<file path="src/rtl/jtframe_sdram_prog_if.sv">
// SDRAM programming bus: one byte-masked 16-bit write request at a time,
// acknowledged by a single-cycle prog_rdy from the SDRAM controller.
interface jtframe_sdram_prog_if;
  logic [21:0] prog_addr;
  logic [15:0] prog_data;
  logic [1:0]  prog_mask;
  logic [1:0]  prog_ba;
  logic        prog_we;
  logic        prog_rdy;

  // Download engine side: issues writes, receives completion
  modport master (
    output prog_addr, prog_data, prog_mask, prog_ba, prog_we,
    input  prog_rdy
  );

  // SDRAM controller side
  modport slave (
    input  prog_addr, prog_data, prog_mask, prog_ba, prog_we,
    output prog_rdy
  );
endinterface

</file>
<file path="src/rtl/jtframe_sdram_prog.sv">
// ROM download writer: queues ioctl bytes in a 4-deep FIFO, maps each byte
// address onto an SDRAM bank plus 16-bit word address, and issues one masked
// write per byte, holding the request until the controller acknowledges it.
module jtframe_sdram_prog #(
  parameter logic [26:0] BA1_START = 27'h100_0000,
  parameter logic [26:0] BA2_START = 27'h180_0000,
  parameter logic [26:0] BA3_START = 27'h200_0000,
  parameter int          SWAB      = 0
) (
  input  logic                        clk,
  input  logic                        rst,
  input  logic                        downloading,
  input  logic                        ioctl_rom_wr,
  input  logic [26:0]                 ioctl_addr,
  input  logic [7:0]                  ioctl_dout,
  jtframe_sdram_prog_if.master        prog,
  output logic                        dwnld_busy,
  output logic                        ovf_err,
  output logic                        rng_err
);

  localparam logic SWAB_BIT = (SWAB != 0);

  typedef enum logic [1:0] {IDLE, LOAD, WRITE, GAP} state_t;

  state_t      state, state_nx;

  // Input FIFO
  logic [34:0] fifo_mem [4];
  logic [1:0]  wr_ptr, rd_ptr;
  logic [2:0]  count;
  logic        fifo_full, push, pop, drop;

  // Entry currently being translated
  logic [26:0] ld_addr;
  logic [7:0]  ld_byte;

  // Bank mapping of ld_addr
  logic [1:0]  sel_ba;
  logic [26:0] sel_start;
  logic [26:0] offset;
  logic        in_range;

  // FSM strobes
  logic        load_ok, load_bad, we_out;

  // Registered write request fields
  logic [21:0] addr_r;
  logic [15:0] data_r;
  logic [1:0]  mask_r;
  logic [1:0]  ba_r;

  // A full FIFO still accepts a byte when the head leaves in the same cycle
  assign fifo_full = (count == 3'd4);
  assign push      = ioctl_rom_wr && (!fifo_full || pop);
  assign drop      = ioctl_rom_wr && fifo_full && !pop;

  // FSM state register
  always_ff @(posedge clk or posedge rst) begin
    if (rst) state <= IDLE;
    else     state <= state_nx;
  end

  // FSM next-state logic
  always_comb begin
    state_nx = state;
    case (state)
      IDLE:    if (count != 3'd0) state_nx = LOAD;
      LOAD:    state_nx = in_range ? WRITE : IDLE;
      WRITE:   if (prog.prog_rdy) state_nx = GAP;
      GAP:     state_nx = IDLE;
      default: state_nx = IDLE;
    endcase
  end

  // FSM outputs; prog_we comes straight from the state so reset drops it at once
  always_comb begin
    pop      = 1'b0;
    load_ok  = 1'b0;
    load_bad = 1'b0;
    we_out   = 1'b0;
    case (state)
      IDLE:    pop      = (count != 3'd0);
      LOAD:    begin
                 load_ok  = in_range;
                 load_bad = !in_range;
               end
      WRITE:   we_out   = 1'b1;
      default: ;
    endcase
  end

  // FIFO pointers and occupancy
  always_ff @(posedge clk or posedge rst) begin
    if (rst) begin
      wr_ptr <= '0;
      rd_ptr <= '0;
      count  <= '0;
    end else begin
      if (push) wr_ptr <= wr_ptr + 2'd1;
      if (pop)  rd_ptr <= rd_ptr + 2'd1;
      case ({push, pop})
        2'b10:   count <= count + 3'd1;
        2'b01:   count <= count - 3'd1;
        default: ;
      endcase
    end
  end

  // FIFO storage; contents are meaningless while count is zero, so no reset
  always_ff @(posedge clk) begin
    if (push) fifo_mem[wr_ptr] <= {ioctl_addr, ioctl_dout};
  end

  // Capture the head entry as it is popped in IDLE
  always_ff @(posedge clk or posedge rst) begin
    if (rst) begin
      ld_addr <= '0;
      ld_byte <= '0;
    end else if (pop) begin
      {ld_addr, ld_byte} <= fifo_mem[rd_ptr];
    end
  end

  // Bank selection and in-bank offset; each bank window is 8 MB
  always_comb begin
    sel_ba    = 2'd0;
    sel_start = '0;
    if (ld_addr >= BA3_START) begin
      sel_ba    = 2'd3;
      sel_start = BA3_START;
    end else if (ld_addr >= BA2_START) begin
      sel_ba    = 2'd2;
      sel_start = BA2_START;
    end else if (ld_addr >= BA1_START) begin
      sel_ba    = 2'd1;
      sel_start = BA1_START;
    end
    offset   = ld_addr - sel_start;
    in_range = (offset[26:23] == 4'd0);
  end

  // Write request fields, loaded once per byte and frozen through WRITE
  always_ff @(posedge clk or posedge rst) begin
    if (rst) begin
      addr_r <= '0;
      data_r <= '0;
      mask_r <= '1;
      ba_r   <= '0;
    end else if (load_ok) begin
      ba_r   <= sel_ba;
      addr_r <= offset[22:1];
      data_r <= {ld_byte, ld_byte};
      mask_r <= (offset[0] ^ SWAB_BIT) ? 2'b01 : 2'b10;
    end
  end

  // Sticky error flags and the registered busy indication
  always_ff @(posedge clk or posedge rst) begin
    if (rst) begin
      ovf_err    <= 1'b0;
      rng_err    <= 1'b0;
      dwnld_busy <= 1'b0;
    end else begin
      if (drop)     ovf_err <= 1'b1;
      if (load_bad) rng_err <= 1'b1;
      dwnld_busy <= downloading || (count != 3'd0) || (state != IDLE);
    end
  end

  assign prog.prog_addr = addr_r;
  assign prog.prog_data = data_r;
  assign prog.prog_mask = mask_r;
  assign prog.prog_ba   = ba_r;
  assign prog.prog_we   = we_out;

endmodule

</file>
<file path="src/flat_wrapper.sv">
// flat-port wrapper written by rule: the top's interface ports become plain ports
module jtframe_sdram_prog_flat 
#(
  parameter logic [26:0] BA1_START = 27'h100_0000,
  parameter logic [26:0] BA2_START = 27'h180_0000,
  parameter logic [26:0] BA3_START = 27'h200_0000,
  parameter int          SWAB      = 0
)
  (clk, rst, downloading, ioctl_rom_wr, ioctl_addr, ioctl_dout, dwnld_busy, ovf_err, rng_err, prog_prog_addr, prog_prog_data, prog_prog_mask, prog_prog_ba, prog_prog_we, prog_prog_rdy);
  jtframe_sdram_prog_if prog_i ();
  input  logic clk;
  input  logic rst;
  input  logic downloading;
  input  logic ioctl_rom_wr;
  input  logic [26:0] ioctl_addr;
  input  logic [7:0] ioctl_dout;
  output logic dwnld_busy;
  output logic ovf_err;
  output logic rng_err;
  output wire logic [$bits(prog_i.prog_addr)-1:0] prog_prog_addr;
  output wire logic [$bits(prog_i.prog_data)-1:0] prog_prog_data;
  output wire logic [$bits(prog_i.prog_mask)-1:0] prog_prog_mask;
  output wire logic [$bits(prog_i.prog_ba)-1:0] prog_prog_ba;
  output wire logic [$bits(prog_i.prog_we)-1:0] prog_prog_we;
  input wire logic [$bits(prog_i.prog_rdy)-1:0] prog_prog_rdy;
  assign prog_prog_addr = prog_i.prog_addr;
  assign prog_prog_data = prog_i.prog_data;
  assign prog_prog_mask = prog_i.prog_mask;
  assign prog_prog_ba = prog_i.prog_ba;
  assign prog_prog_we = prog_i.prog_we;
  assign prog_i.prog_rdy = prog_prog_rdy;
  jtframe_sdram_prog #(.BA1_START(BA1_START), .BA2_START(BA2_START), .BA3_START(BA3_START), .SWAB(SWAB)) u_core (.clk(clk), .rst(rst), .downloading(downloading), .ioctl_rom_wr(ioctl_rom_wr), .ioctl_addr(ioctl_addr), .ioctl_dout(ioctl_dout), .prog(prog_i), .dwnld_busy(dwnld_busy), .ovf_err(ovf_err), .rng_err(rng_err));
endmodule
</file>
<file path="config.mk">
export PLATFORM = sky130hd
export DESIGN_NAME = jtframe_sdram_prog_flat
export DESIGN_NICKNAME = d
export VERILOG_FILES = /design/src/rtl/jtframe_sdram_prog_if.sv /design/src/rtl/jtframe_sdram_prog.sv /design/src/flat_wrapper.sv
export SDC_FILE = /design/constraint.sdc
export NUM_CORES = 1
export LEC_CHECK = 0
export ABC_AREA = 0
export CAP_MARGIN = 10
export CORE_UTILIZATION = 30
export DETAILED_ROUTE_END_ITERATION = 6
export PLACE_DENSITY = 0.58
export REMOVE_ABC_BUFFERS = 1
export SYNTH_ARGS = -nofsm -noshare
export SYNTH_HDL_FRONTEND = slang
export SYNTH_SLANG_ARGS = --single-unit
</file>
<file path="constraint.sdc">
create_clock -name clk -period 5.8 [get_ports clk]
set_clock_uncertainty 0.2 [all_clocks]
set_input_delay 0.87 -clock clk [delete_from_list [all_inputs] [get_ports clk]]
set_output_delay 0.87 -clock clk [all_outputs]
set_load 0.005 [all_outputs]
</file>
# Yosys cells after proc, flatten, opt, wreduce, memory -nomap -nowiden
# Memories as Yosys holds them, arrays and structs flattened. A register that Yosys moved wholly into a read port is not among the register bits.
# Index checks and enable logic that the tools add are counted.
[word_totals]
memories = 1
mem_bits_rw = 140
out_inout_bits = 46
regBits = 54
elab_cells = 61
input_bits = 40
[mem_list]
columns = ["name", "depth", "width", "rd", "rd_ports_with_merged_regs", "write_ports", "line_no", "rtl"]
rows = [
  ["u_core.fifo_mem", 4, 35, 1, 1, 1, "jtframe_sdram_prog.sv:29", "logic [34:0] fifo_mem [4];"],
]
[classes]
n_reduce_logical = 15
n_eq_ne = 8
n_lt_le_gt_ge = 3
n_mux = 18
add_sub_neg = 5
[op_table]
columns = ["op", "count"]
rows = [
  ["$ge 27x25->1 const B", 2],
  ["$mux 27", 2],
  ["$ge 27x26->1 const B", 1],
  ["$sub 27x27->27", 1],
  ["$mux 25", 1],
  ["$mux 2", 6],
  ["$pmux 2 s4", 1],
  ["$mux 1", 7],
  ["$eq 2x2->1 const B", 3],
  ["$pmux 3 s2", 1],
  ["$add 2x1->2 const B", 2],
  ["$eq 2x1->1 const B", 2],
  ["$logic_not 4->1", 1],
  ["$reduce_bool 2->1", 2],
  ["$add 3x1->3 const B", 1],
  ["$eq 3x3->1 const B", 1],
  ["$logic_and 1x1->1", 3],
  ["$logic_not 1->1", 3],
  ["$logic_or 1x1->1", 3],
  ["$reduce_bool 3->1", 1],
  ["$sub 3x1->3 const B", 1],
  ["$logic_not 2->1", 1],
  ["$ne 2x1->1 const B", 1],
  ["$ne 2x2->1 const B", 1],
  ["$reduce_and 2->1", 1],
]

# Longest topological paths before layout
# Gate-level depths: netlist of run 1.
[depth]
depth_word = 8
ltp_mapped = 10
depth_no_buf = 10

# Worst setup path before layout of run 1
# OpenSTA, ideal clock, no wires.
[synth_timing]
path_type = "input to register"
from = "input port ioctl_rom_wr"
to = "memory u_core.fifo_mem[0][0] (enable)"
setup_time_ns = 0.396
cell_stages = 1
required_time_ns = 5.204
arrival_ns = 1.764
setup_slack_ns = 3.441
n_path_buf = 0
path_cell_list = "and3_1"
[synth_via]
elab_chain_cells = 3
[synth_lines]
columns = ["item", "line_no", "rtl"]
rows = [
  ["start: declaration", "flat_wrapper.sv:14", "input logic ioctl_rom_wr;"],
  ["$logic_and 1x1->1", "jtframe_sdram_prog.sv:55", "assign push = ioctl_rom_wr && (!fifo_full || pop);"],
  ["$mux 1", "jtframe_sdram_prog.sv:112", "if (push) fifo_mem[wr_ptr] <= {ioctl_addr, ioctl_dout};"],
  ["$mux 1 (not written as such)", "jtframe_sdram_prog.sv:112", ""],
  ["end: declaration", "jtframe_sdram_prog.sv:29", ""],
]
# No other way between the ends.

# Final worst setup path of run 1
[layout_timing]
from = "register u_core.ld_addr[26] (read register of u_core.fifo_mem)"
to = "register u_core.data_r[13], in the netlist u_core.prog.prog_data[13]"
[layout_via]
elab_chain_cells = 7
elab_cells_between_ends = 9
classes_between = "add/sub: 1; order compare: 3; mux: 4; reduce/logical: 1"
[layout_lines]
columns = ["item", "line_no", "rtl"]
rows = [
  ["start: declaration", "jtframe_sdram_prog.sv:35", "logic [26:0] ld_addr;"],
  ["$ge 27x25->1", "jtframe_sdram_prog.sv:135", "end else if (ld_addr >= BA1_START) begin"],
  ["$mux 25", "jtframe_sdram_prog.sv:135", ""],
  ["$mux 27", "jtframe_sdram_prog.sv:132", "end else if (ld_addr >= BA2_START) begin"],
  ["$mux 27", "jtframe_sdram_prog.sv:129", "if (ld_addr >= BA3_START) begin"],
  ["$sub 27x27->27 *", "jtframe_sdram_prog.sv:139", "offset = ld_addr - sel_start;"],
  ["$logic_not 4->1 *", "jtframe_sdram_prog.sv:140", "in_range = (offset[26:23] == 4'd0);"],
  ["$mux 1 *", "jtframe_sdram_prog.sv:82", "case (state)"],
  ["end signal: assignment", "jtframe_sdram_prog.sv:153", "data_r <= {ld_byte, ld_byte};"],
  ["end: declaration", "jtframe_sdram_prog.sv:49", "logic [15:0] data_r;"],
]
# Mark *: on every way between the ends. The rest lies on a longest branch, timed or not.
# A chain may end at the register's enable or synchronous reset.

==> results of run 1 <==
==> synthesized netlist by cell type <==
cell type | instances | area share [%]
nor3_2 | 1 | 0.12
clkbuf_1 | 3 | 0.13
o21ai_1 | 1 | 0.060
mux4_2 | 35 | 9.4
nand2b_1 | 1 | 0.075
nor3_1 | 3 | 0.18
o2111ai_1 | 2 | 0.21
and2_1 | 2 | 0.15
buf_2 | 5 | 0.30
mux2_1 | 31 | 4.2
o21ai_0 | 5 | 0.30
ha_1 | 8 | 1.2
fa_1 | 1 | 0.24
nor2_1 | 5 | 0.22
and3_1 | 5 | 0.37
xnor2_1 | 3 | 0.31
dfstp_2 | 2 | 0.63
o21bai_1 | 1 | 0.090
buf_4 | 12 | 1.1
mux2_2 | 36 | 4.8
xor2_1 | 3 | 0.31
nor2b_1 | 1 | 0.075
mux2i_1 | 2 | 0.24
nand2_1 | 5 | 0.22
dfrtp_1 | 79 | 24
buf_6 | 3 | 0.40
inv_1 | 12 | 0.54
edfxtp_1 | 140 | 50
o211ai_4 | 1 | 0.25
a21o_1 | 2 | 0.18
==> power by group <==
part | switching [W] | internal, W
clock | 0.000585 | 0.000848
combinational | 0.000626 | 0.000951
sequential | 0.000327 | 0.00221
total | 0.00154 | 0.00401
==> through the flow <==
step	hold slack, ns	setup WS (ns)
final	0.243	2.77
after global routing	0.280	2.55
after CTS	0.239	2.76
after detailed placement	0.231	2.76
after global placement	0.217	2.92
after floorplan	0.200	1.09
==> worst min-delay path by stage <==
stage / slack (ns) / startpoint / endpoint / cells past startpoint
finish: 0.24 / u_core.ld_addr[0] / u_core.prog.prog_mask[1] / 1
floorplan: 0.20 / u_core.ld_addr[0] / u_core.prog.prog_mask[1] / 1
global route: 0.28 / u_core.ld_addr[0] / u_core.prog.prog_mask[1] / 1
detailed placement: 0.23 / u_core.ld_addr[0] / u_core.prog.prog_mask[1] / 1
global placement: 0.22 / u_core.ld_addr[0] / u_core.prog.prog_mask[1] / 1
CTS: 0.24 / u_core.ld_addr[0] / u_core.prog.prog_mask[1] / 1
==> layer usage <==
metal  share of wire, %  up-vias
li1                   -     1762
met1                 44     2021
met2                 49       95
met3                5.0       29
met4                2.0        4
met5               0.16        -
==> registers in the layout, indices dropped and copies added, names as in the netlist, named ones only <==
register               count
u_core.count               3
u_core.dwnld_busy          1
u_core.fifo_mem          140
u_core.ld_addr            27
u_core.ld_byte             8
u_core.ovf_err             1
u_core.prog.prog_addr     22
u_core.prog.prog_ba        2
u_core.prog.prog_data      8
u_core.prog.prog_mask      2
u_core.rd_ptr              2
u_core.rng_err             1
u_core.state               1
u_core.wr_ptr              2
==> critical path: stages, from the launching register on <==
cell and delay [ns]:
dfrtp_1 0.41, nor2_1 0.23, nand2_1 0.12, nor2_1 0.12, ha_1 0.17, nand2b_1 0.10, and2_1 0.22, o211ai_4 0.52
buf_4 0.45, mux2_2 0.37
==> logic make-up (layout without fill, tap and decap cells) <==
kind of cell             Yosys count  after routing
AO/OA/AOI/OAI                     12             12
buffers and inverters             35            144
XOR/XNOR                           6              6
AND/OR/NAND/NOR                   23             23
multiplexers                     104            104
flip-flops                       221            221
adder cells (fa/ha/maj)            9              9
==> area by class of cell <==
cell class                      count  share of cell area, %
Inverter                           12                  0.460
Clock buffer                       32                   6.40
Clock inverter                     12                  0.896
Tap cell                          372                   4.50
Timing Repair Buffer               88                   8.45
Sequential cell                   221                   60.4
Multi-Input combinational cell    154                   18.9
==> summary.md, run 1 <==
| Metric | Value |
|---|---|
| Status | `completed` |
| Reg-to-reg setup timing slack | `2.77 ns` |
| Pwr Total | `0.00554 W` |
| Cells after Synth | `410` |
| Vias in the first global route | `approximately 4.3k` |
| GP Congestion | `0.709` |
| Row cnt | `60` |
| Nets@finish | `550` |
| IO Port Bufs | `85` |
| CTS Buf Count | `24` |
| Routed wire length | `15.4 mm` |
| Slew Limit Fails | `0` |
| Placed cells | `roughly 850` |
| N_diodes | `0` |
| CTS tree | `done` |
| Tcrit/Tclk final | `52.3%` |
| Final instance area | `10300 sq um` |
| Mapped cell area | `approximately 8400 sq um` |
| Drt pass-1 iters | `4` |
| Area occupied by multi-input gates | `1960 sq um` |
| Static Leakage | `3.69 nW` |
| Post-synthesis compound-gate area fraction | `1.09%` |
| DIE AREA | `around 29000 sq um` |
| First-pass GRT wire length | `24.6 mm` |
| Critical Path Source | `u_core.ld_addr[26]` |
| Post-CTS Setup Bufs | `0` |
| Setup Viol. Count Final | `0` |
| Clock slew at reported path FFs | `0.06 ns` |
| Clock latency on the worst-skew pair | `around 0.50 ns` |
| Crit path required time | `about 6 ns` |
| Pin count of the biggest net entering global routing | `43` |
| Worst slew margin relative to its limit | `a little over a third` |
| Area grow syn2layout | `23.3%` |
| Residual DRC | `0` |
| Area after DPL | `9580 sq um` |
| Root Buffer Master | `clkbuf_16` |
| PD cells | `536 nW/um^2` |
| Layout cells sized above 1 | `23.7%` |
| Core area | `around 27000 sq um` |
| Met1 Track Usage GR | `14.4%` |
| WP data arrival | `3.22 ns` |
| Sequential cell area | `6240 sq um` |
| Synth Area in Adders | `1.43%` |
| Crit path to | `u_core.prog.prog_data[13]` |
| Post-DP HPWL | `9.51 mm` |
| GR Layer Usage met2 | `18.9%` |
| Worst r2r path cells | `9` |
| Antenna viol nets, final | `0` |
| DR WL/cell | `between 15 and 20 um` |
| Finished Core Util | `38.0%` |
| Commonest non-fill, non-tap cells in the layout | `edfxtp_1 (140), clkdlybuf4s50_1 (85), dfrtp_1 (77), mux2_2 (36), mux4_2 (35)` |
| Clock sinks | `221` |
| Die height | `between 150 and 200 um` |
| Via density | `4.39` |
| Register area share after synthesis | `between 70% and 80%` |
| Met3 GRT Util | `under 10%` |
| Worst setup EP type | `flop` |
| Reg2Reg Launch Point | `u_core.ld_addr[26]` |
| Crit path kind | `flop to flop` |
| Reg-to-reg endpoint | `u_core.prog.prog_data[13]` |
| Fill count | `2522` |
| CTS max path bufs | `3` |
| Gr ovfl total | `0` |
| Setup TNS | `0 ns` |
| Final hold vios | `0` |
| Most common cell after layout, fill and taps aside | `edfxtp_1` |
| Crit-path max FO | `20` |
| I/O pins | `86` |
| RSZ-0062 raised after global routing | `no` |
| Largest family of logic cells by synthesized area | `multiplexers` |
| Slew @ Worst Pin | `about 0.97 ns` |
| CP Launch Type | `flop` |
| Yosys Warn Count | `0` |
| MaxCap Viol Count | `0` |
| Initial DRC Count | `141` |
| Chip Width | `~170 um` |
| Synth Area in Simple Gates | `about 1.4%` |
| # hold bufs at CTS | `0` |
| Worst Hold Class | `flop to flop` |
| Initial antenna violation count | `2` |
| Syn_area_per_cell | `about 20 sq um` |
| Starting Density | `30.9%` |
| Htree depth | `1` |
| Multiplexer area fraction after synthesis | `18.6%` |
| Number of distinct library cells after synthesis | `30` |
| Final min period | `3.03 ns` |
| Post-Synth XOR/XNOR Area | `0.627%` |
| Yosys reg bits | `221` |
| Gr busiest metal | `met2` |
| Fmax | `330 MHz` |
| CTS-repair resized insts | `0` |
| Fin cells | `between 800 and 900` |
| Gr usage total | `11.3%` |
| Worst vdd ir | `0.256 mV` |
| DR vias | `3911` |
Power figures use the tool's default switching activity.
==> run 2, diff against run 1 <==
- PLACE_DENSITY: 0.58 -> 0.59
- clock period: 5.8 -> 2.66 ns (I/O delays scaled with it)
==> run 2 against run 1 <==
Clock power up 120%. Global-route usage down 0.094 points. Critical path type unchanged. Power up 120%. Non-clock buffer count up 8. Critical path depth down 1. Via count up 0.41%. Final cell count up 0.56%. Largest cell class unchanged. Hold slack worse by 0.21 ns. Core utilization up 0.57 points.
==> summary.md, run 2 (synthesis gave the netlist of run 1 again) <==
| Metric | Value |
|---|---|
| Worst setup EP type | `flop` |
| Switching share of power | `27.3%` |
| # hold bufs at CTS | `0` |
| Placed cells | `roughly 860` |
| Final setup margin | `approximately 0.18 ns` |
| Crit path required time | `around 2.8 ns` |
| Fill count | `~2.5k` |
| IO Port Bufs | `85` |
| Final hold vios | `0` |
| Routed wire length | `~15 mm` |
| Max reg flops | `140` |
| Htree depth | `1` |
| Die height | `169 um` |
| Residual DRC | `0` |
| Clock latency on the worst-skew pair | `around 0.50 ns` |
| WHS | `0.0300 ns` |
| Clock sinks | `~220` |
| Power Internal | `0.00892 W` |
| Chip Width | `~170 um` |
| Worst slew margin relative to its limit | `60.6%` |
| Setup WS pre-CTS | `0.125 ns` |
| GP Congestion | `approximately 0.65` |
| Nets@finish | `557` |
| Crit-path max FO | `35` |
| N_diodes | `0` |
| RSZ-0062 raised after global routing | `no` |
| Slew Limit Fails | `0` |
| Core area | `27200 sq um` |
| Fin cells | `896` |
| DIE AREA | `28600 sq um` |
| Setup Viol. Count Final | `0` |
| Clock power share | `about a quarter` |
| CP Launch Type | `flop` |
| First-pass GRT wire length | `24.5 mm` |
| CTS tree | `done` |
| Gr usage total | `11.2%` |
| WP data arrival | `around 2.7 ns` |
| Worst Hold Class | `primary input to async pin` |
| Largest register by flop count | `u_core.fifo_mem` |
| Initial DRC Count | `139` |
| Area grow syn2layout | `25.1%` |
| Via density | `4.38` |
| Worst vdd ir | `0.408 mV` |
| Static Leakage | `3.76 nW` |
| CTS max path bufs | `3` |
| Status | `completed` |
| Final min period | `about 2.5 ns` |
| PD cells | `1170 nW/um^2` |
| DR WL/cell | `~17 um` |
| Layout cells sized above 1 | `24.8%` |
| Initial antenna violation count | `0` |
| Post-CTS Setup Bufs | `0` |
| Pin count of the biggest net entering global routing | `42` |
| Post-DP HPWL | `9.46 mm` |
| Starting Density | `between 30 and 40%` |
| I/O pins | `86` |
| Combinational Power Share | `between 30% and 40%` |
| Switching component of the power | `roughly 0.0034 W` |
| DR vias | `3927` |
| Most common cell after layout, fill and taps aside | `edfxtp_1` |
| Root Buffer Master | `clkbuf_16` |
| CTS Buf Count | `23` |
| Vias in the first global route | `~4.4k` |
| Gr ovfl total | `0` |
| Slew @ Worst Pin | `0.590 ns` |
| Fmax | `403 MHz` |
| MaxCap Viol Count | `0` |
| Row cnt | `60` |
| Commonest non-fill, non-tap cells in the layout | `edfxtp_1 (140), clkdlybuf4s50_1 (85), dfrtp_1 (77), mux2_2 (36), mux4_2 (35)` |
| Tcrit/Tclk final | `93.4%` |
| Crit path kind | `flop to flop` |
| CTS-repair resized insts | `0` |
| Antenna viol nets, final | `0` |
| Clock slew at reported path FFs | `roughly 0.06 ns` |
| Drt pass-1 iters | `4` |
| Flop pwr share | `43.9%` |
-- run 2: cell types whose count changed in the layout (fill, tap and decap cells not counted) --
| cell | delta |
|---|---|
| clkinv_4 | -1 |
| clkinv_1 | +1 |
| clkbuf_1 | -2 |
| clkbuf_16 | -2 |
| clkinv_2 | -1 |
| bufinv_16 | +2 |
| nor2_1 | -1 |
| nor2_2 | +1 |
| buf_12 | +8 |
-- run 2: through the flow --
stage               utilization (%)  setup TNS [ns]  cell area, sq um  total power, W
floorplan                         -          -53.77              8220         0.00752
global placement               35.8               0              9740         0.00914
detailed placement             35.8               0              9740         0.00933
CTS                            38.6               0             10500          0.0125
global route                   38.6               0             10500          0.0130
finish                         38.6               0             10500          0.0123
-- run 2: worst paths after layout --
kind	start	to	slack (ns)	cells after the start
min in group clk	u_core.ld_addr[0]	u_core.prog.prog_mask[1]	0.24	1
hold / removal	rst	u_core.prog.prog_addr[7]	0.03	2
hold reg to reg	u_core.ld_addr[0]	u_core.prog.prog_mask[1]	0.24	1
setup / recovery	u_core.ld_addr[26]	u_core.prog.prog_data[11]	0.18	8
max in group asynchronous	rst	u_core.prog.prog_mask[1]	1.60	3
setup reg to reg	u_core.ld_addr[26]	u_core.prog.prog_data[11]	0.18	8
-- run 2: worst max-delay path: stages (launching register included) --
cell      delay (ns)
dfrtp_1         0.42
nor2_2          0.21
nand2_1         0.11
ha_1            0.20
nand2b_1        0.18
and2_1          0.22
o211ai_4        0.20
buf_12          0.26
mux2_2          0.36
-- run 2: final cells by class --
type                            count  area, sq um  share of cell area (%)
Multi-Input combinational cell    154         1960                    18.7
Timing Repair Buffer               96         1030                    9.85
Clock buffer                       28          604                    5.76
Sequential cell                   221         6240                    59.5
Tap cell                          372          465                    4.44
Inverter                           12         47.5                   0.453
Clock inverter                     13          143                    1.36
-- run 2: power groups by stage --
stage               registers, W  clock network (W)  logic [W]
floorplan                0.00541                  0    0.00211
global route             0.00555            0.00337    0.00411
finish                   0.00539            0.00315    0.00373
detailed placement       0.00551                  0    0.00382
global placement         0.00545                  0    0.00369
CTS                      0.00544            0.00325    0.00384
-- run 2: layer usage --
metal | wire (um) | vias to the layer above | track usage (%)
met5 | 0 | - | 0
met4 | 348 | 0 | 3.02
met3 | 653 | 28 | 2.59
met2 | 7960 | 75 | 20.0
met1 | 6320 | 2056 | 13.4
li1 | - | 1768 | -
==> run 3, diff against run 2 <==
- CORE_MARGIN: not set -> 3
==> run 3 against run 2 <==
Design area rose by 0.88%. Register-to-register slack better by 0.02 ns. Largest cell class unchanged. Die area up 4.8%. Via count increased by 0.43%. Sequential power is 0.7% higher. Power increased by 2.3%. Largest power group unchanged. First-iteration DRC count rose by 44%. Hold slack better by 0.034 ns. Highest routed layer is now met5. Wire length grew 3.4%.
==> summary.md, run 3 (synthesis gave the netlist of run 1 again) <==
| Metric | Value |
|---|---|
| Setup Viol. Count Final | `0` |
| I/O pins | `86` |
| Tcrit/Tclk final | `between 90 and 100%` |
| Final hold vios | `0` |
| Static Leakage | `3.82 nW` |
| Layout cells sized above 1 | `25.1%` |
| Reg-to-reg setup timing slack | `0.20 ns` |
| Clock sinks | `about 220` |
| DIE AREA | `30000 sq um` |
| Buf+Inv Stages, Crit Path | `3` |
| Initial antenna violation count | `1` |
| CP Launch Type | `flop` |
| WP data arrival | `2.68 ns` |
| Worst Hold Class | `primary input to async pin` |
| First-pass GRT wire length | `25.1 mm` |
| Crit-path cells | `inv_1 -> o2111ai_1 -> and2_1 -> inv_1 -> ha_1 -> inv_1 -> fa_1 -> xor2_1 -> nor2_1 -> xor2_1` |
| Vias in the first global route | `4494` |
| Most common cell after layout, fill and taps aside | `edfxtp_1` |
| Pwr Total | `roughly 0.013 W` |
| CTS tree | `done` |
| Chip Width | `173 um` |
| PD cells | `~1200 nW/um^2` |
| Reg2Reg Launch Point | `u_core.count[0]` |
| Nets@finish | `560` |
| Clock latency on the worst-skew pair | `0.50 ns` |
| Via density | `about 4.4` |
| Die height | `around 170 um` |
| Crit-path max FO | `6` |
| Residual DRC | `0` |
| Root Buffer Master | `clkbuf_16` |
| Pin count of the biggest net entering global routing | `41` |
| Crit path required time | `2.88 ns` |
| Worst r2r path cells | `10` |
| Worst vdd ir | `between 0.4 and 0.5 mV` |
| Slew Limit Fails | `0` |
| Slew @ Worst Pin | `between 0.6 and 0.7 ns` |
| Final setup margin | `roughly 0.20 ns` |
| MaxCap Viol Count | `0` |
| Clock slew at reported path FFs | `0.06 ns` |
| DR vias | `~3.9k` |
| Post-CTS Setup Bufs | `0` |
| Gr ovfl total | `0` |
| Commonest non-fill, non-tap cells in the layout | `edfxtp_1 (140), clkdlybuf4s50_1 (85), dfrtp_1 (77), mux2_2 (36), mux4_2 (35)` |
| Core area | `27200 sq um` |
| Post-DP HPWL | `9.50 mm` |
| Max reg flops | `140` |
| Initial DRC Count | `200` |
| CTS max path bufs | `3` |
| IO Port Bufs | `85` |
| Routed wire length | `15.8 mm` |
| # hold bufs at CTS | `0` |
| Area grow syn2layout | `26.2%` |
| Gr usage total | `a little over a tenth` |
| Reg-to-reg endpoint | `u_core.count[2]` |
| Largest register by flop count | `u_core.fifo_mem` |
| Cell mode on critical path | `inv_1` |
| Drt pass-1 iters | `4` |
| Crit-path max cell delay | `0.41 ns` |
| Worst setup EP type | `flop` |
| CTS Buf Count | `24` |
| Worst slew margin relative to its limit | `roughly three fifths` |
| Fmax | `406 MHz` |
| N_diodes | `0` |
| RSZ-0062 raised after global routing | `no` |
| Setup WS pre-CTS | `~0.15 ns` |
| Starting Density | `30.9%` |
| Antenna viol nets, final | `0` |
| DR WL/cell | `17.5 um` |
| Crit path kind | `flop to flop` |
| Critical Path Stages | `10` |
| Row cnt | `60` |
| Final min period | `2.46 ns` |
| Delay-heaviest family, CP | `adder cells` |
| CTS-repair resized insts | `0` |
| GP Congestion | `0.649` |
| Status | `completed` |
| Htree depth | `1` |
| Worst path slowest cell | `dfrtp_1` |
-- run 3: per-stage QoR --
stage | hold WS [ns] | TNS, ns | instance area, sq um | util [%] | std cells
after floorplan | 0.200 | -53.77 | 8220 | - | 387
after global placement | 0.214 | 0 | 9740 | 35.9 | 857
after detailed placement | 0.225 | 0 | 9740 | 35.9 | 857
after CTS | 0.0657 | 0 | 10600 | 38.9 | 901
after global routing | 0.103 | 0 | 10600 | 38.9 | 901
final | 0.0637 | 0 | 10600 | 38.9 | 901
-- run 3: routing by layer --
metal,track usage [%],wire length [um],up-vias,part of all wire [%]
li1,-,-,1789,-
met1,12.8,6630,2046,42
met2,18.7,8130,85,51
met3,2.64,765,22,4.8
met4,2.80,259,2,1.6
met5,0,13,-,0.082
-- run 3: worst max path at each step --
stage	from	to	slack, ns
floorplan	u_core.state[0]	u_core.count[2]	-2.05
global placement	ioctl_rom_wr	u_core.count[2]	0.26
detailed placement	ioctl_rom_wr	u_core.count[2]	0.15
CTS	u_core.count[0]	u_core.count[2]	0.19
global route	u_core.ld_addr[26]	u_core.prog.prog_data[14]	0.03
finish	u_core.count[0]	u_core.count[2]	0.20
-- run 3: final cells by class --
type | instances | area, sq um
flip-flops and latches | 221 | 6240
repair buffers | 98 | 1040
multi-input cells | 154 | 1960
clock inverters | 9 | 116
clock buffers | 35 | 723
inverters | 12 | 47.5
well taps | 372 | 465
fillers | 2484 | 16600
-- run 3: report_power, final --
part	switching (W)	internal (W)	total (W)
Combinational	0.00151	0.00220	0.00371
Clock	0.00126	0.00216	0.00342
Sequential	0.000628	0.00480	0.00543
Total	0.00339	0.00917	0.0126
-- run 3: worst reg2reg max path: cells and delay by family, from the launching register on --
| kind | cells | cell delay, ns |
|---|---|---|
| fa+ha+maj | 2 | 0.54 |
| flops | 1 | 0.41 |
| simple gates | 2 | 0.41 |
| xor+xnor | 2 | 0.33 |
| buf+inv | 3 | 0.25 |
| compound gates | 1 | 0.24 |
